===== src/rtl/reg_scoreboard_pkg.sv =====
// reg_scoreboard_pkg: shared register-address constants and scoreboard defaults
// Provides the default register count, address width and the hard-wired zero register index.
package reg_scoreboard_pkg;
    localparam int REG_NUM_DEF = 32;
    localparam int ADDR_W_DEF  = 5;
    localparam int REG_ZERO    = 0;
endpackage


===== src/rtl/reg_scoreboard_counter.sv =====
// sb_counter_cell: outstanding-write counter for one architectural register
// Ports: clk, rst (sync, active-high), flush, inc (issue of a write), dec (writebacks this cycle),
//        cnt (current count), busy (cnt!=0), saturated (cnt all-ones), underflow (more retires than in flight).
module sb_counter_cell #(
    parameter int CNT_W = 2,
    parameter int DW    = 2
) (
    input  logic             clk,
    input  logic             rst,
    input  logic             flush,
    input  logic             inc,
    input  logic [DW-1:0]    dec,
    output logic [CNT_W-1:0] cnt,
    output logic             busy,
    output logic             saturated,
    output logic             underflow
);
    localparam int SW = CNT_W + DW + 1;
    logic [SW-1:0] sum;
    assign sum       = SW'(cnt) + SW'(inc);
    assign underflow = ~flush & (sum < SW'(dec));
    assign busy      = |cnt;
    assign saturated = &cnt;
    always_ff @(posedge clk) begin
        if (rst || flush) cnt <= '0;
        else cnt <= underflow ? '0 : CNT_W'(sum - SW'(dec));
    end
endmodule


===== src/rtl/reg_scoreboard.sv =====
// reg_scoreboard: per-register outstanding-write tracking with operand-hazard stall for ID
// Ports: clk, rst (sync, active-high), id_valid, rd_en/rd_addr (source reads), wr_en/wr_addr (destination),
//        wb_en/wb_addr (writeback releases), flush; outputs stall, issue_fire, pending_vec, err_underflow (sticky).
module reg_scoreboard
    import reg_scoreboard_pkg::*;
#(
    parameter int REG_NUM    = REG_NUM_DEF,
    parameter int ADDR_W     = ADDR_W_DEF,
    parameter int READ_PORTS = 2,
    parameter int WB_PORTS   = 2,
    parameter int CNT_W      = 2,
    parameter int WB_BYPASS  = 1
) (
    input  logic                           clk,
    input  logic                           rst,
    input  logic                           id_valid,
    input  logic [READ_PORTS-1:0]          rd_en,
    input  logic [READ_PORTS*ADDR_W-1:0]   rd_addr,
    input  logic                           wr_en,
    input  logic [ADDR_W-1:0]              wr_addr,
    input  logic [WB_PORTS-1:0]            wb_en,
    input  logic [WB_PORTS*ADDR_W-1:0]     wb_addr,
    input  logic                           flush,
    output logic                           stall,
    output logic                           issue_fire,
    output logic [REG_NUM-1:0]             pending_vec,
    output logic                           err_underflow
);
    localparam int DW = $clog2(WB_PORTS + 1);
    localparam logic [ADDR_W-1:0] ZERO = ADDR_W'(REG_ZERO);

    // Addresses beyond the register file alias to the zero register.
    function automatic logic [ADDR_W-1:0] clip(input logic [ADDR_W-1:0] a);
        return (int'(a) < REG_NUM) ? a : ZERO;
    endfunction

    logic [ADDR_W-1:0]  rd_a [READ_PORTS];
    logic [ADDR_W-1:0]  wb_a [WB_PORTS];
    logic [ADDR_W-1:0]  wr_a;
    logic [DW-1:0]      wb_dec [REG_NUM];
    logic [CNT_W-1:0]   cnt [REG_NUM];
    logic [REG_NUM-1:0] busy, sat, uf;
    logic [READ_PORTS-1:0] rd_hz;
    logic               wr_hz, active;

    for (genvar i = 0; i < READ_PORTS; i++) begin : g_rd
        assign rd_a[i] = clip(rd_addr[i*ADDR_W +: ADDR_W]);
    end
    for (genvar j = 0; j < WB_PORTS; j++) begin : g_wb
        assign wb_a[j] = clip(wb_addr[j*ADDR_W +: ADDR_W]);
    end
    assign wr_a = clip(wr_addr);

    always_comb begin
        for (int r = 0; r < REG_NUM; r++) wb_dec[r] = '0;
        for (int r = 1; r < REG_NUM; r++)
            for (int j = 0; j < WB_PORTS; j++)
                wb_dec[r] = wb_dec[r] + DW'(wb_en[j] && wb_a[j] == ADDR_W'(r));
    end

    // A read is released early only when this cycle's writebacks retire every outstanding write.
    always_comb begin
        rd_hz = '0;
        for (int i = 0; i < READ_PORTS; i++)
            rd_hz[i] = rd_en[i] && rd_a[i] != ZERO && busy[rd_a[i]] &&
                       !(WB_BYPASS != 0 && int'(wb_dec[rd_a[i]]) >= int'(cnt[rd_a[i]]));
    end

    // Saturation uses the pre-writeback count: the write side never bypasses.
    assign wr_hz      = wr_en && wr_a != ZERO && sat[wr_a];
    assign active     = id_valid & ~rst & ~flush;
    assign stall      = active & ((|rd_hz) | wr_hz);
    assign issue_fire = active & ~stall;
    assign pending_vec = busy;

    for (genvar g = 0; g < REG_NUM; g++) begin : g_cell
        if (g == REG_ZERO) begin : g_zero
            assign cnt[g]  = '0;
            assign busy[g] = 1'b0;
            assign sat[g]  = 1'b0;
            assign uf[g]   = 1'b0;
        end else begin : g_reg
            sb_counter_cell #(.CNT_W(CNT_W), .DW(DW)) u_cell (
                .clk       (clk),
                .rst       (rst),
                .flush     (flush),
                .inc       (issue_fire & wr_en & (wr_a == ADDR_W'(g))),
                .dec       (wb_dec[g]),
                .cnt       (cnt[g]),
                .busy      (busy[g]),
                .saturated (sat[g]),
                .underflow (uf[g])
            );
        end
    end

    always_ff @(posedge clk) begin
        if (rst) err_underflow <= 1'b0;
        else if (|uf) err_underflow <= 1'b1;
    end
endmodule


===== config.mk =====
export PLATFORM = sky130hd
export DESIGN_NAME = reg_scoreboard
export DESIGN_NICKNAME = d
export VERILOG_FILES = /design/src/rtl/reg_scoreboard_pkg.sv /design/src/rtl/reg_scoreboard_counter.sv /design/src/rtl/reg_scoreboard.sv
export SDC_FILE = /design/constraint.sdc
export NUM_CORES = 1
export LEC_CHECK = 0
export ABC_CLOCK_PERIOD_IN_PS = 19300
export BUFFER_PORTS_ARGS = -buffer_cell sky130_fd_sc_hd__buf_2
export CAP_MARGIN = 20
export CORE_MARGIN = 4
export CORE_UTILIZATION = 43
export CTS_CLUSTER_SIZE = 8
export DETAILED_ROUTE_END_ITERATION = 10
export HOLD_SLACK_MARGIN = 0.06
export PLACE_DENSITY = 0.6
export SLEW_MARGIN = 0
export SYNTH_ARGS = -nofsm -noshare
export SYNTH_HDL_FRONTEND = slang
export SYNTH_SLANG_ARGS = --single-unit

===== constraint.sdc =====
create_clock -name clk -period 19.3 [get_ports clk]
set_clock_uncertainty 0.15 [all_clocks]
set_input_delay 3.86 -clock clk [delete_from_list [all_inputs] [get_ports clk]]
set_output_delay 3.86 -clock clk [all_outputs]
set_load 0.02 [all_outputs]

==> impl_metrics.csv, run 1 <==
group,metric,value,unit
status,outcome,"finished clean",
routing,drt_pass_1_iters,5,
synthesis,register_bit_count_reported_by_yosys,63,
cts,ctsLongestPathBuffers,2,
cts,cts.hold.buffers_added,0,
synthesis,synth-async-reset-ratio,0,%
sta,relSlewSlack,42.83,%
finish,antenna_cells,0,
critical_path,cp-end-kind,"output port",
cts,ctsRootBufferMaster,"sky130_fd_sc_hd__clkbuf_16",
synthesis,synth.lib_cells_used.distinct,73,
routing,drt_iter0_markers,679,
die,vertical_die_dimension,153.4,µm
cts,path_clk_slew,60,ps
die,dieArea,0.02355,mm²
routing,wl_per_cell,24.12,µm
cts,tritoncts,"built",
global_route,globalRouteOverflowTotal,0,
global_route,tot_gr_track_use,26.13,%
sta,max_slew.worst_pin.slew,857.5,ps
pwr,leakage,4.294,nW
finish,syn_to_final_growth,5.873,%
sta,report.final.setup_viol,0,
synthesis,number_of_flops_mapped_to_enable_cells_by_yosys,0,
die,floorplan.io_pins,69,
critical_path,worst_setup_path_start_kind,"input port",
sta,setup_tns,0,ps
finish,final_cell_area,0.009630,mm²
synthesis,syn-instance-count,988,
synthesis,fraction_of_the_yosys_area_taken_by_sequential_cells,13.87,%
pwr,vdd_drop_max,0.04266,mV
placed_design,place_hpwl,23420,µm
routing,avgViaCountPerCell,6.352,
flow_run,timing.max_cap.violations,0,
synthesis,count_of_warnings_emitted_by_yosys,0,
sta,slew_viol_final,0,
finish,fill_cells,1993,
placed_design,placement.cell_area,0.009318,mm²
global_route,grt_first_pass_wirelength,47730,µm
die,core_area,0.02049,mm²
sta,final.period_utilization,60.14,%
die,die_w,153.4,µm
routing,route.vias.total,8023,
finish,layout-drive-gt1-share,19.84,%
synthesis,synth_area,0.009096,mm²
finish,fin_util,46.99,%
placed_design,place_congestion,0.9156,
min_path,holdCritPathClass,"register to register",
sta,finalHoldViolCount,0,
sta,layout_min_cycle_time,11610,ps
cts,cts_num_sinks,63,
sta,fmax,0.08615,GHz
routing,drtAntennaViolNets,0,
routing,postRouteWirelength,30460,µm
global_route,via_count_of_the_first_global_routing_pass,7964,
die,floorplan.rows,52,
die,start_util,44.38,%
placed_design,io_buffer_count,67,
sta,grt_setup_unrepaired,"false",
critical_path,worstPathMaxFanout,5,
critical_path,reg2reg_depth,17,
synthesis,synthesis.nets,1181,
cts,cts-resized-gates,0,
pwr,power_density,40.66,mW/mm²
finish,fin_nets,1182,
cts,clkLatencyLatePin,350,ps
routing,drc,0,
sta,worst_case_hold_slack,299.8,ps
critical_path,critical_path_type,"input port to output port",
cts,maximum_level_of_the_cts_h_tree,3,
synthesis,dominantRegCellSynth,"sky130_fd_sc_hd__dfxtp_1",
synthesis,synth_area_per_cell,9.207,µm²
critical_path,worstPathArrival,7600,ps
min_path,hold_path_depth,2,
global_route,number_of_antenna_violations_at_the_first_check_in_global_routing,1,
global_route,grt_start_max_net_pins,58,
critical_path,required_time_of_the_critical_path,15290,ps
cts,post-cts-setup-buffer-count,0,
cts,cts_made_buffers,9,
==> metal layers <==
| layer | part of all wire [%] | vias to the layer above | wire (µm) | GRT usage, % |
|---|---|---|---|---|
| met3 | 11 | 75 | 3475 | 6.277 |
| met4 | 3.1 | 2 | 931 | 8.915 |
| met5 | 0.023 | - | 7 | 0 |
| met2 | 43 | 479 | 12970 | 38.82 |
| met1 | 43 | 3913 | 13080 | 37.39 |
| li1 | - | 3554 | - | - |
==> synth_stat cells (9+ instances only) <==
master,count,area (µm²)
sky130_fd_sc_hd__and3_1,33,206.5
sky130_fd_sc_hd__buf_4,36,270.3
sky130_fd_sc_hd__nor4_1,41,256.5
sky130_fd_sc_hd__buf_2,17,85.08
sky130_fd_sc_hd__inv_1,80,300.3
sky130_fd_sc_hd__dfxtp_1,63,1261
sky130_fd_sc_hd__a21oi_1,39,195.2
sky130_fd_sc_hd__xnor2_1,31,271.5
sky130_fd_sc_hd__fa_1,31,620.6
sky130_fd_sc_hd__nand2_1,42,157.7
sky130_fd_sc_hd__nor3_1,40,200.2
sky130_fd_sc_hd__mux2i_1,9,90.09
sky130_fd_sc_hd__mux4_2,75,1689
sky130_fd_sc_hd__or2_2,10,62.56
sky130_fd_sc_hd__nor3b_1,10,75.07
sky130_fd_sc_hd__clkbuf_1,17,63.81
sky130_fd_sc_hd__nand3_1,20,100.1
sky130_fd_sc_hd__ha_1,128,1602
sky130_fd_sc_hd__nor2_1,120,450.4
sky130_fd_sc_hd__nor2b_1,10,62.56
sky130_fd_sc_hd__o21ai_0,16,80.08
sky130_fd_sc_hd__or2_1,9,56.30
==> registers in the layout (all words and copies together) (netlist names) <==
| name | cells |
|---|---|
| err_underflow | 1 |
| g_cell.g_reg.u_cell.cnt | 62 |
==> area by class of cell <==
type                            instances  area, µm²  area share (%)
Clock buffer                           11      242.7           2.520
Clock inverter                          4      70.07          0.7276
Inverter                               84      315.3           3.274
Multi-Input combinational cell        757       7015           72.85
Sequential cell                        63       1261           13.10
Tap cell                              270      337.8           3.508
Timing Repair Buffer                   74      387.9           4.028
==> cells by family after synthesis <==
logic type,synth area share (%)
other cells,0.04123
buf+inv,9.161
compound gates,8.047
mux,21.13
flops,13.87
simple gates,20.34
fa+ha+maj,24.43
xor+xnor,2.985
==> path summary, 6_finish.rpt <==
kind / endpoint / slack (ps) / from
worst max-delay path: stall / 7690 / wb_en[0]
worst min-delay path: err_underflow$_SDFFE_PP0P_ / 300 / err_underflow$_SDFFE_PP0P_
worst max register to register: err_underflow$_SDFFE_PP0P_ / 13610 / g_cell[20].g_reg.u_cell.cnt[0]$_SDFF_PP0_
worst min register to register: err_underflow$_SDFFE_PP0P_ / 300 / err_underflow$_SDFFE_PP0P_
==> through the flow <==
| step | total power [mW] | cells | setup WS, ps |
|---|---|---|---|
| after CTS | 0.3922 | 1263 | 7782 |
| after detailed placement | 0.2099 | 1248 | 7812 |
| after global placement | 0.2100 | 1248 | 7820 |
| final | 0.3916 | 1263 | 7692 |
| after global routing | 0.4034 | 1263 | 7512 |
| after floorplan | 0.1877 | 988 | 8233 |
==> placed cells by master (no fill, tap or decap), types with 16 or more instances in the layout <==
cell type                 Yosys  routed
sky130_fd_sc_hd__buf_2       17      67
sky130_fd_sc_hd__xnor2_1     31      31
sky130_fd_sc_hd__nand3_1     20      20
sky130_fd_sc_hd__and3_1      33      33
sky130_fd_sc_hd__o21ai_0     16      16
sky130_fd_sc_hd__dfxtp_1     63      63
sky130_fd_sc_hd__a21oi_1     39      39
sky130_fd_sc_hd__mux4_2      75      75
sky130_fd_sc_hd__nand2_1     42      42
sky130_fd_sc_hd__nor2_1     120     119
sky130_fd_sc_hd__nor4_1      41      41
sky130_fd_sc_hd__nor3_1      40      40
sky130_fd_sc_hd__inv_1       80      80
sky130_fd_sc_hd__ha_1       128     128
sky130_fd_sc_hd__fa_1        31      31
==> power by group <==
group / internal [mW] / leakage [nW] / switching (mW)
registers: 0.131 / 0.508 / 0.00158
logic: 0.0266 / 3.63 / 0.0493
clock network: 0.116 / 0.155 / 0.0675
total: 0.273 / 4.29 / 0.118
==> worst max-delay path: stages <==
cell and delay, ps:
sky130_fd_sc_hd__buf_2 130, sky130_fd_sc_hd__nor2b_1 270, sky130_fd_sc_hd__nand3_1 230, sky130_fd_sc_hd__nor2_1 160, sky130_fd_sc_hd__ha_1 280, sky130_fd_sc_hd__mux4_2 490
sky130_fd_sc_hd__mux4_2 510, sky130_fd_sc_hd__mux2i_1 290, sky130_fd_sc_hd__ha_1 290, sky130_fd_sc_hd__o21ai_0 180, sky130_fd_sc_hd__nand3b_1 160, sky130_fd_sc_hd__o32a_2 430
sky130_fd_sc_hd__a21oi_1 140, sky130_fd_sc_hd__buf_2 180
Note: power is estimated with default switching activity, not from simulation.
==> run 2: changes to the inputs <==
Settings changed: ABC_CLOCK_PERIOD_IN_PS 19300 to 10500, PLACE_DENSITY 0.6 to 0.63.
Clock period 19.3 ns to 10.5 ns, I/O delays scaled along.
==> run 2 against run 1 <==
Critical path depth shrank 3. Total power grew 77%. Final area is essentially flat. Worst hold slack gained 7.1 ps. Sequential power grew 83%. Core utilization is essentially flat. Clock power grew 71%. Die area is the same. Highest routed layer is now met4.
==> impl_metrics.csv, run 2 (synthesis results as in run 1) <==
group,metric,value,unit
routing,route.vias.total,7973,
finish,fin_nets,1183,
sta,max_slew.worst_pin.slew,835.9,ps
finish,final_cell_area,0.009624,mm²
critical_path,rrSetupSlack,5080,ps
global_route,grt_start_max_net_pins,39,
finish,number_of_flip_flops_under_the_largest_register_name,62,
cts,ctsRootBufferMaster,"sky130_fd_sc_hd__clkbuf_16",
finish,largest_registers,"g_cell.g_reg.u_cell.cnt (62), err_underflow (1)",
cts,tritoncts,"built",
pwr,p_sw_share,31.03,%
critical_path,reg2reg_depth,17,
cts,clkLatencyLatePin,350,ps
placed_design,place_congestion,0.9646,
routing,drc,0,
global_route,via_count_of_the_first_global_routing_pass,7679,
die,floorplan.io_pins,69,
pwr,cell_internal_pwr,0.4788,mW
placed_design,placement.cell_area,0.009325,mm²
die,dieArea,0.02355,mm²
sta,slew_viol_final,0,
pwr,power.combinational.fraction,19.9,%
pwr,p_sw,0.2154,mW
pwr,p_clk_share,45.0,%
finish,fin_util,46.96,%
routing,wl_per_cell,23.77,µm
flow_run,timing.max_cap.violations,0,
finish,antenna_cells,0,
critical_path,cp-end-kind,"output port",
pwr,p_seq_share,35.1,%
pwr,vdd_drop_max,0.08101,mV
die,die_w,153.4,µm
routing,drtAntennaViolNets,0,
routing,postRouteWirelength,30070,µm
sta,fmax,0.1234,GHz
critical_path,worstPathArrival,5860,ps
critical_path,crit_path_start,"rd_addr[5]",
critical_path,crit-reg2reg-capture,"err_underflow$_SDFFE_PP0P_",
routing,avgViaCountPerCell,6.303,
die,vertical_die_dimension,153.4,µm
finish,finalNonFillerCells,1265,
global_route,number_of_antenna_violations_at_the_first_check_in_global_routing,0,
cts,maximum_level_of_the_cts_h_tree,3,
routing,drt_pass_1_iters,5,
cts,post-cts-setup-buffer-count,0,
finish,top_register,"g_cell.g_reg.u_cell.cnt",
placed_design,io_buffer_count,67,
pwr,leakage,4.288,nW
sta,finalHoldViolCount,0,
critical_path,critical_path_type,"input port to output port",
finish,fill_cells,1957,
sta,grt_setup_unrepaired,"false",
finish,final_common_cell,"sky130_fd_sc_hd__ha_1",
die,floorplan.rows,52,
global_route,globalRouteOverflowTotal,0,
global_route,grt_first_pass_wirelength,45950,µm
pwr,power_density,72.12,mW/mm²
critical_path,crit_end,"stall",
status,outcome,"finished clean",
sta,setup_tns,0,ps
min_path,holdCritPathClass,"register to register",
cts,path_clk_slew,60,ps
finish,layout-drive-gt1-share,20.10,%
finish,syn_to_final_growth,5.805,%
sta,final.period_utilization,77.20,%
sta,layout_min_cycle_time,8106,ps
placed_design,place_hpwl,23950,µm
routing,drt_iter0_markers,756,
die,core_area,0.02049,mm²
sta,report.final.setup_viol,0,
cts,cts-resized-gates,0,
cts,cts.hold.buffers_added,0,
critical_path,reg2reg_from,"g_cell[18].g_reg.u_cell.cnt[0]$_SDFF_PP0_",
sta,relSlewSlack,44.27,%
die,start_util,44.38,%
cts,cts_num_sinks,63,
placed_design,dp_cells,1249,
cts,ctsLongestPathBuffers,2,
global_route,tot_gr_track_use,25.27,%
finish,final_cell_mix,"sky130_fd_sc_hd__ha_1, sky130_fd_sc_hd__nor2_1, sky130_fd_sc_hd__inv_1",
critical_path,required_time_of_the_critical_path,8250,ps
critical_path,worst_setup_path_start_kind,"input port",
cts,cts_made_buffers,9,
critical_path,worstPathMaxFanout,38,
run 2: cell count changes in the layout (fill, tap and decap cells not counted), sizes merged:
cell	delta
clkinvlp	+2
buf	+1
bufinv	-1
clkbuf	-1
clkinv	+1
run 2: layout make-up:
class / count / area [µm²] / area share (%)
multi-input combinational: 757 / 7015 / 72.89
sequential: 63 / 1261 / 13.10
timing repair buffer: 75 / 395.4 / 4.108
tap: 270 / 337.8 / 3.510
inverter: 84 / 315.3 / 3.276
clock buffer: 10 / 239.0 / 2.483
clock inverter: 6 / 60.06 / 0.6240
run 2: worst max-delay path: stages:
cell and delay [ps]:
sky130_fd_sc_hd__buf_2 440, sky130_fd_sc_hd__buf_4 580, sky130_fd_sc_hd__mux4_2 570, sky130_fd_sc_hd__mux4_2 490, sky130_fd_sc_hd__mux2_2 280, sky130_fd_sc_hd__ha_1 260, sky130_fd_sc_hd__o21ai_0 150, sky130_fd_sc_hd__nand3b_1 160
sky130_fd_sc_hd__o32a_2 420, sky130_fd_sc_hd__a21oi_1 180, sky130_fd_sc_hd__buf_2 200
run 2: power groups by stage:
stage	Clock [mW]	Combinational (mW)	Sequential [mW]
4_1_cts	0.315	0.135	0.244
6_report	0.313	0.138	0.244
2_1_floorplan	0	0.0971	0.248
3_5_place_dp	0	0.135	0.249
5_1_grt	0.324	0.146	0.244
3_3_place_gp	0	0.134	0.249
run 2: worst min path at each step:
stage	depth (start not counted)	slack [ps]	endpoint	from
after global routing	2	340	err_underflow$_SDFFE_PP0P_	err_underflow$_SDFFE_PP0P_
after CTS	2	300	err_underflow$_SDFFE_PP0P_	err_underflow$_SDFFE_PP0P_
final	2	310	err_underflow$_SDFFE_PP0P_	err_underflow$_SDFFE_PP0P_
after detailed placement	2	290	err_underflow$_SDFFE_PP0P_	err_underflow$_SDFFE_PP0P_
after floorplan	2	370	err_underflow$_SDFFE_PP0P_	err_underflow$_SDFFE_PP0P_
after global placement	2	310	err_underflow$_SDFFE_PP0P_	err_underflow$_SDFFE_PP0P_
run 2: stage by stage:
stage / worst slack [ps] / hold slack [ps] / total power, mW
CTS: 2420 / 304.1 / 0.6943
global route: 2249 / 338.1 / 0.7146
global placement: 2321 / 308.5 / 0.3829
detailed placement: 2327 / 294.2 / 0.3839
floorplan: 2953 / 366.0 / 0.3451
finish: 2394 / 306.9 / 0.6941
run 2: layer usage:
metal,global-route usage [%],vias to the layer above,wire (µm)
met1,35.67,3865,12580
met4,8.410,0,832
met3,6.390,57,3462
met5,0,-,0
met2,38.00,482,13190
li1,-,3569,-
==> run 3: changes to the inputs <==
Settings changed: ABC_CLOCK_PERIOD_IN_PS 10500 to 8300, PLACE_DENSITY 0.63 to 0.6.
Clock period 10.5 ns to 8.3 ns, I/O delays scaled along.
==> run 3 against run 2 <==
Sequential share of layout area shrank 0.081 points. Core utilization grew 0.29 points. Register-to-register slack lost 2200 ps. First-iteration DRC count grew 11%. Critical path depth grew 11. Worst setup slack lost 1400 ps. Sequential power grew 26%. Via count is essentially flat. Combinational power grew 28%. Clock power grew 30%. Worst hold slack gained 60 ps. Final cell count grew 0.40%. Largest cell class unchanged. Highest routed layer unchanged.
==> impl_metrics.csv, run 3 (synthesis results as in run 1) <==
group,metric,value,unit
global_route,globalRouteOverflowTotal,0,
cts,ctsLongestPathBuffers,2,
sta,worst_case_hold_slack,367.0,ps
finish,fill_cells,1979,
critical_path,crit_path_start,"wb_en[1]",
routing,postRouteWirelength,30350,µm
finish,largest_registers,"g_cell.g_reg.u_cell.cnt (62), err_underflow (1)",
routing,wl_per_cell,23.90,µm
pwr,power,0.8915,mW
finish,fin_nets,1188,
cts,clkLatencyLatePin,350,ps
global_route,via_count_of_the_first_global_routing_pass,7674,
sta,relSlewSlack,34.93,%
critical_path,critical_path.most_common_cell,"sky130_fd_sc_hd__ha_1",
sta,grt_setup_unrepaired,"false",
cts,cts_num_sinks,63,
critical_path,worstPathBufferInverterCount,2,
pwr,leakage,4.312,nW
critical_path,cp-end-kind,"register",
finish,top_register,"g_cell.g_reg.u_cell.cnt",
critical_path,rrSetupSlack,2850,ps
pwr,vdd_drop_max,0.09335,mV
cts,tritoncts,"built",
sta,finalHoldViolCount,0,
finish,layout-drive-gt1-share,20.50,%
global_route,grt_start_max_net_pins,34,
die,core_area,0.02049,mm²
critical_path,worstPathArrival,7370,ps
critical_path,reg2reg_from,"g_cell[22].g_reg.u_cell.cnt[0]$_SDFF_PP0_",
min_path,holdCritPathClass,"register to register",
routing,drtAntennaViolNets,0,
critical_path,reg2reg_depth,16,
status,outcome,"finished clean",
critical_path,worstPathMaxFanout,16,
sta,setup_tns,0,ps
routing,avgViaCountPerCell,6.277,
critical_path,crit_end,"err_underflow$_SDFFE_PP0P_",
sta,max_slew.worst_pin.slew,973.6,ps
cts,cts-resized-gates,0,
placed_design,place_hpwl,24280,µm
sta,final.period_utilization,87.84,%
critical_path,slowest_stage,"sky130_fd_sc_hd__fa_1",
finish,number_of_flip_flops_under_the_largest_register_name,62,
global_route,grt_first_pass_wirelength,46330,µm
placed_design,placement.cell_area,0.009375,mm²
pwr,power_density,92.05,mW/mm²
die,vertical_die_dimension,153.4,µm
sta,layout_min_cycle_time,7291,ps
finish,final_cell_mix,"sky130_fd_sc_hd__ha_1, sky130_fd_sc_hd__nor2_1, sky130_fd_sc_hd__inv_1",
finish,multi_input_area,0.007015,mm²
critical_path,timing.critical_path.slowest_cell_delay,530,ps
die,floorplan.rows,52,
sta,slew_viol_final,0,
cts,cts_made_buffers,9,
cts,maximum_level_of_the_cts_h_tree,3,
routing,drt_pass_1_iters,5,
global_route,number_of_antenna_violations_at_the_first_check_in_global_routing,0,
die,dieArea,0.02355,mm²
critical_path,crit_cells,22,
finish,final_common_cell,"sky130_fd_sc_hd__ha_1",
cts,cts.hold.buffers_added,0,
sta,report.final.setup_viol,0,
cts,path_clk_slew,60,ps
routing,drc,0,
die,floorplan.io_pins,69,
critical_path,crit-reg2reg-capture,"err_underflow$_SDFFE_PP0P_",
die,die_w,153.4,µm
finish,syn_to_final_growth,6.465,%
finish,regArea,0.001261,mm²
die,start_util,44.38,%
min_path,hold_path.startpoint,"err_underflow$_SDFFE_PP0P_",
cts,ctsRootBufferMaster,"sky130_fd_sc_hd__clkbuf_16",
routing,route.vias.total,7972,
cts,post-cts-setup-buffer-count,0,
critical_path,timing.critical_path.cells,"buf_2 -> nor2b_1 -> nand2_1 -> nor2_1 -> ha_1 -> mux4_2 -> mux4_2 -> mux2i_1 -> ha_1 -> o21ai_0 -> nand4b_1 -> a31o_1 -> o32ai_4 -> buf_4 -> nor4_1 -> ha_1 -> fa_1 -> a21oi_1 -> nor4_1 -> nand4_1 -> o21bai_1 -> a21oi_1",
placed_design,place_congestion,0.9534,
placed_design,io_buffer_count,67,
global_route,tot_gr_track_use,25.41,%
critical_path,worst_setup_path_start_kind,"input port",
critical_path,critical_path_type,"input port to register",
finish,antenna_cells,0,
flow_run,timing.max_cap.violations,0,
critical_path,required_time_of_the_critical_path,8380,ps
finish,final_cell_area,0.009684,mm²
critical_path,family_of_cells_with_the_greatest_summed_delay_on_the_critical_path,"simple AND/OR/NAND/NOR gates",
routing,drt_iter0_markers,839,
sta,fmax,0.1372,GHz
## run 3: report_power, final
| part | total (mW) | leakage, nW | switching, mW | internal (mW) |
|---|---|---|---|---|
| registers | 0.308 | 0.508 | 0.00402 | 0.304 |
| logic | 0.177 | 3.66 | 0.113 | 0.0639 |
| clock network | 0.406 | 0.141 | 0.164 | 0.242 |
## run 3: layout make-up
type	count	share of cell area, %
Tap cell	270	3.488
Clock buffer	10	2.468
Inverter	84	3.256
Timing Repair Buffer	80	4.599
Multi-Input combinational cell	757	72.44
Clock inverter	6	0.7235
Sequential cell	63	13.02
## run 3: worst min path at each step
stage / to / slack, ps / cells past startpoint
final: err_underflow$_SDFFE_PP0P_ / 370 / 2
after global routing: err_underflow$_SDFFE_PP0P_ / 380 / 2
after CTS: err_underflow$_SDFFE_PP0P_ / 350 / 2
after detailed placement: err_underflow$_SDFFE_PP0P_ / 340 / 2
after global placement: err_underflow$_SDFFE_PP0P_ / 350 / 2
after floorplan: err_underflow$_SDFFE_PP0P_ / 370 / 2
## run 3: routing by layer
layer  up-vias  GRT usage [%]  part of all wire, %
li1       3575              -                    -
met1      3874          37.42                   45
met2       468          37.26                   43
met3        55          5.400                  9.8
met4         0          8.158                  3.0
met5         -              0                    0
## run 3: tightest hold or removal path, cell delays in order, from the launching register on
cell                      delay (ps)
sky130_fd_sc_hd__dfxtp_1         350
sky130_fd_sc_hd__inv_1            70
sky130_fd_sc_hd__a21oi_1          50
## run 3: per-stage QoR
step                utilization, %  worst slack (ps)  instances
detailed placement           45.74             682.4       1254
finish                       47.25              1009       1270
global route                 47.25             594.1       1270
global placement             45.74             731.1       1254
floorplan                        -              1633        988
CTS                          47.25              1025       1270
